==> config.mk <==
export PLATFORM = sky130hd
export DESIGN_NAME = mnist_argmax
export DESIGN_NICKNAME = d
export VERILOG_FILES = /design/src/rtl/mnist_argmax.sv
export SDC_FILE = /design/constraint.sdc
export NUM_CORES = 1
export LEC_CHECK = 0
export BUFFER_PORTS_ARGS = -buffer_cell sky130_fd_sc_hd__buf_4
export CAP_MARGIN = 20
export CELL_PAD_IN_SITES_DETAIL_PLACEMENT = 1
export CELL_PAD_IN_SITES_GLOBAL_PLACEMENT = 2
export CORE_MARGIN = 8
export CORE_UTILIZATION = 36
export CTS_BUF_LIST = sky130_fd_sc_hd__clkbuf_4 sky130_fd_sc_hd__clkbuf_8 sky130_fd_sc_hd__clkbuf_16
export DETAILED_ROUTE_END_ITERATION = 16
export PLACE_DENSITY = 0.92
export SKIP_CTS_REPAIR_TIMING = 1
export SLEW_MARGIN = 5
export SYNTH_ARGS = -nofsm -noshare
export SYNTH_HDL_FRONTEND = slang
export SYNTH_SLANG_ARGS = --single-unit
==> constraint.sdc <==
create_clock -name clk -period 6.14 [get_ports clk]
set_input_delay 0.921 -clock clk [delete_from_list [all_inputs] [get_ports clk]]
set_output_delay 0.921 -clock clk [all_outputs]
set_load 0.05 [all_outputs]
==> src/rtl/mnist_argmax.sv <==
// mnist_argmax: top-1/top-2 tracker for the 10-class FC output stream.
// Collects one signed logit per in_valid, publishes argmax, score and
// top1-top2 margin on a ready/valid result register, and keeps image /
// correct-prediction statistics against an optional label.
module mnist_argmax #(
    parameter int N_CLASSES = 10,
    parameter int DATA_W    = 16,
    parameter int IDX_W     = 4,
    parameter int CNT_W     = 16
) (
    input  logic              clk,
    input  logic              reset,
    input  logic [DATA_W-1:0] in_data,
    input  logic              in_valid,
    input  logic              in_done,
    input  logic [IDX_W-1:0]  label,
    input  logic              label_valid,
    input  logic              out_ready,
    output logic              out_valid,
    output logic [IDX_W-1:0]  out_class,
    output logic [DATA_W-1:0] out_score,
    output logic [DATA_W:0]   out_margin,
    output logic              out_correct,
    output logic              frame_err,
    output logic              overrun,
    output logic [CNT_W-1:0]  img_count,
    output logic [CNT_W-1:0]  correct_count
);

    localparam int CW = $clog2(N_CLASSES + 1);
    localparam logic [CW-1:0] N_CNT = CW'(N_CLASSES);
    localparam logic [CW:0]   N_EFF = (CW + 1)'(N_CLASSES);
    localparam logic signed [DATA_W-1:0] MOST_NEG = {1'b1, {(DATA_W - 1){1'b0}}};

    // collector state
    logic [CW-1:0]             cnt;
    logic signed [DATA_W-1:0]  best_val;
    logic signed [DATA_W-1:0]  second_val;
    logic [IDX_W-1:0]          best_idx;
    logic [IDX_W-1:0]          lbl;
    logic                      lbl_seen;

    // merged (this-cycle) view
    logic                      take;
    logic signed [DATA_W-1:0]  x;
    logic signed [DATA_W-1:0]  best_n;
    logic signed [DATA_W-1:0]  second_n;
    logic [IDX_W-1:0]          idx_n;
    logic [DATA_W:0]           margin_n;
    logic [CW:0]               eff_cnt;
    logic [IDX_W-1:0]          lbl_n;
    logic                      seen_n;
    logic                      correct_n;
    logic                      publish;
    logic                      err;

    // Merge the current logit and label so a frame ending on its last
    // logit publishes without an extra cycle; also decide publish/error.
    always_comb begin
        x        = $signed(in_data);
        take     = in_valid && (cnt < N_CNT);
        best_n   = best_val;
        second_n = second_val;
        idx_n    = best_idx;
        if (take) begin
            if (x > best_val) begin
                second_n = best_val;
                best_n   = x;
                idx_n    = IDX_W'(cnt);
            end else if (x > second_val) begin
                second_n = x;
            end
        end
        margin_n  = {best_n[DATA_W-1], best_n} - {second_n[DATA_W-1], second_n};
        eff_cnt   = {1'b0, cnt} + (CW + 1)'(in_valid);
        lbl_n     = label_valid ? label : lbl;
        seen_n    = label_valid | lbl_seen;
        correct_n = seen_n && (lbl_n == idx_n);
        publish   = in_done && (eff_cnt == N_EFF);
        // short frame on in_done, or an 11th logit with no in_done
        err       = (in_done && (eff_cnt != '0) && (eff_cnt != N_EFF)) ||
                    (!in_done && in_valid && (cnt == N_CNT));
    end

    // Collector: accumulate logits and label, restart on publish or error.
    always_ff @(posedge clk or posedge reset) begin
        if (reset) begin
            cnt        <= '0;
            best_val   <= MOST_NEG;
            second_val <= MOST_NEG;
            best_idx   <= '0;
            lbl        <= '0;
            lbl_seen   <= 1'b0;
        end else if (publish || err) begin
            cnt        <= '0;
            best_val   <= MOST_NEG;
            second_val <= MOST_NEG;
            best_idx   <= '0;
            lbl_seen   <= 1'b0;
        end else begin
            if (take) begin
                cnt        <= cnt + CW'(1);
                best_val   <= best_n;
                second_val <= second_n;
                best_idx   <= idx_n;
            end
            if (label_valid) begin
                lbl      <= label;
                lbl_seen <= 1'b1;
            end
        end
    end

    // Result register, handshake, error pulse, overrun flag and statistics.
    always_ff @(posedge clk or posedge reset) begin
        if (reset) begin
            out_valid     <= 1'b0;
            out_class     <= '0;
            out_score     <= '0;
            out_margin    <= '0;
            out_correct   <= 1'b0;
            frame_err     <= 1'b0;
            overrun       <= 1'b0;
            img_count     <= '0;
            correct_count <= '0;
        end else begin
            frame_err <= err;
            if (publish) begin
                out_valid   <= 1'b1;
                out_class   <= idx_n;
                out_score   <= best_n;
                out_margin  <= margin_n;
                out_correct <= correct_n;
                img_count   <= img_count + CNT_W'(1);
                if (correct_n)
                    correct_count <= correct_count + CNT_W'(1);
                // an unaccepted result is being replaced
                if (out_valid && !out_ready)
                    overrun <= 1'b1;
            end else if (out_valid && out_ready) begin
                out_valid <= 1'b0;
            end
        end
    end

endmodule

==> flow_metrics.tcl <==
set metrics [dict create \
    area_growth_pct 23.5 \
    clockRootBuffer "clkbuf_16" \
    leakagePower_nw 4.21 \
    async_flop_share 1.00 \
    synth-seq-cells 118 \
    outcome "finished clean" \
    grt_max_degree 79 \
    design_area_um2 8370 \
    hold_viol 0 \
    yosysTopAreaCellShare 0.428 \
    critical_path_class "in -> reg" \
    yosysSeqAreaShare 0.436 \
    skew_ns 0.00927 \
    placedInstanceArea_um2 7760 \
    rsz0062_at_grt "false" \
    reg2reg_slack_ns 0.54 \
    dp_hpwl_um 14000 \
    portBuffers 98 \
    grt.overflow.total 0 \
    htree_levels 4 \
    die_h_um 153 \
    cp-end-kind "flop" \
    yosys_warnings 0 \
    avgViaCountPerCell 5.20 \
    required_ns 6.41 \
    first_pass_iters 4 \
    grtUsageTotal 0.171 \
    synth_area_um2 6780 \
    power.total_mw 3.17 \
    cp.arrival_ns 5.93 \
    startpoint_type "input pin" \
    syn_area_per_cell_um2 9.35 \
    antenna_found_initial 0 \
    cts_tree "done" \
    synth_cell_types 59 \
    fin_tns_setup_ns 0 \
    final_antenna_net_count 0 \
    stdcell_count 1072 \
    clk_pin_slew_worst_paths_ns 0.06 \
    synth-edff-count 0 \
    drv_cap 0 \
    vias 5577 \
    antenna_cells 0 \
    fin_nets 906 \
    worst-path-max-fanout 13 \
    place_congestion 0.817 \
    drt_iter0_markers 244 \
    cts_sinks 118 \
    holdWs_ns 0.477 \
    synthFlopType "dfrtp_1" \
    setup_viol 0 \
    fin_crit_sh 0.921 \
    wl_per_cell_um 18.0 \
    fmax_mhz 177 \
    num_io_pins 99 \
    syn_inst 725 \
    ir_drop_mv 0.213 \
    yosys.area.top_type "dfrtp_1" \
    start_util 0.365 \
    power.density_nw_per_um2 379 \
    drv_slew 0 \
    dp.cells 1040 \
    slew_headroom 0.447 \
    grt_pass1_vias 6084 \
    cts_buffers 17 \
    syn-num-nets 806 \
    min_period_ns 5.66 \
    num_rows 50 \
    clockBufferDepth 2 \
    grt_first_pass_wirelength_um 32300 \
    hold_class "reg -> reg" \
    drive_above_1_share 0.193 \
    drc_errors 0 \
    die_w_um 153 \
    core-area_um2 18600 \
    worst_pin_slew_ns 0.829 \
    die_area_um2 23500 \
    insertion_delay_ns 0.42 \
    wirelength_um 19300 \
    synth_area_leaders "dfrtp_1, ha_1, nand2_1" \
]
## layer usage
layer	wire length, um	track usage	up-vias
met5	0	0	-
met4	243	0.0542	0
met3	908	0.0389	19
met2	9460	0.289	111
met1	8660	0.212	2755
li1	-	-	2692
## state kept, by name, indices dropped and copies added, names as in the netlist
signal / cells
lbl_seen: 1
lbl: 4
best_val: 16
out_score: 16
out_margin: 17
overrun: 1
correct_count: 16
best_idx: 4
cnt: 4
out_correct: 1
out_valid: 1
img_count: 16
out_class: 4
frame_err: 1
second_val: 16
## critical path, cell delays in order
cell	delay [ns]
buf_4	0.13
ha_1	0.38
nand4_1	0.19
nor4_1	0.48
a21boi_2	0.30
o31ai_1	0.17
a21boi_2	0.28
buf_4	0.24
nand2_1	0.07
o21ai_0	0.11
a22oi_1	0.17
fa_1	0.45
a21o_1	0.20
a21oi_1	0.21
o21bai_1	0.12
a21oi_1	0.24
o21ai_0	0.26
a41oi_1	0.45
a21oi_1	0.12
a21oi_1	0.19
xor2_1	0.16
o21ai_0	0.09
## where the power goes
group	switching [mW]	total [mW]	internal, mW
Combinational	0.743	1.22	0.482
Clock	0.391	1.04	0.646
Sequential	0.0605	0.914	0.853
Total	1.19	3.17	1.98
## path summary, 6_finish.rpt
| kind | depth (start not counted) | to | from |
|---|---|---|---|
| min reg2reg | 1 | img_count[15] | img_count[15] |
| max reg2reg | 22 | out_margin[14] | best_val[15] |
| min in group asynchronous | 2 | correct_count[13] | reset |
| min | 1 | img_count[15] | img_count[15] |
| max in group asynchronous | 3 | best_idx[2] | reset |
| max | 22 | out_margin[14] | in_data[15] |
## area by class of cell
class                   count  area, um^2
fillers                  2127       10200
multi-input cells         519        3470
flip-flops and latches    118        2960
repair buffers            108         811
clock buffers              18         433
well taps                 234         293
inverters                  61         231
clock inverters            14         178
## logic make-up (layout without fill, tap and decap cells)
| logic type | count (synthesis) | count (layout) | share of synthesized area |
|---|---|---|---|
| and+or+nand+nor | 240 | 240 | 0.166 |
| DFF | 118 | 118 | 0.436 |
| muxes | 26 | 26 | 0.0402 |
| xor gates and xnor gates | 49 | 49 | 0.0633 |
| AOI/OAI and AO/OA | 149 | 149 | 0.139 |
| buffers and inverters | 88 | 201 | 0.0526 |
| adders and majority gates | 55 | 55 | 0.103 |
## synth_stat cells, types with 3 or more instances
| cell | n |
|---|---|
| or2_2 | 3 |
| ha_1 | 54 |
| nand2b_1 | 4 |
| o21bai_1 | 3 |
| xor2_1 | 22 |
| a41oi_1 | 3 |
| a22oi_1 | 15 |
| nor2b_1 | 5 |
| a211oi_1 | 3 |
| nor4_1 | 10 |
| a21o_1 | 8 |
| nand4_1 | 11 |
| nor2_1 | 50 |
| a21oi_1 | 24 |
| mux2_2 | 3 |
| clkbuf_1 | 23 |
| nand2_1 | 111 |
| nor3_2 | 3 |
| dfrtp_1 | 116 |
| and3_1 | 4 |
| nand3_1 | 18 |
| nand3b_1 | 3 |
| inv_1 | 61 |
| a22o_1 | 16 |
| o21ai_0 | 60 |
| nor3_1 | 8 |
| mux2i_1 | 20 |
| xnor2_1 | 27 |
## cell usage in the layout (no fill, tap or decap), drive strengths merged, types with 22 or more instances in the layout
master / instances
xnor2: 27
buf: 108
a21oi: 24
mux2i: 22
xor2: 22
nand2: 111
dfrtp: 116
inv: 63
nor2: 50
o21ai: 61
ha: 54
## stage by stage
step / setup WS, ns / util
5_1_grt: 0.0630 / 0.451
3_3_place_gp: 0.233 / 0.418
4_1_cts: 0.498 / 0.451
2_1_floorplan: 0.658 / -
3_5_place_dp: 0.131 / 0.418
6_report: 0.484 / 0.451
Note: power is estimated with default switching activity, not from simulation.
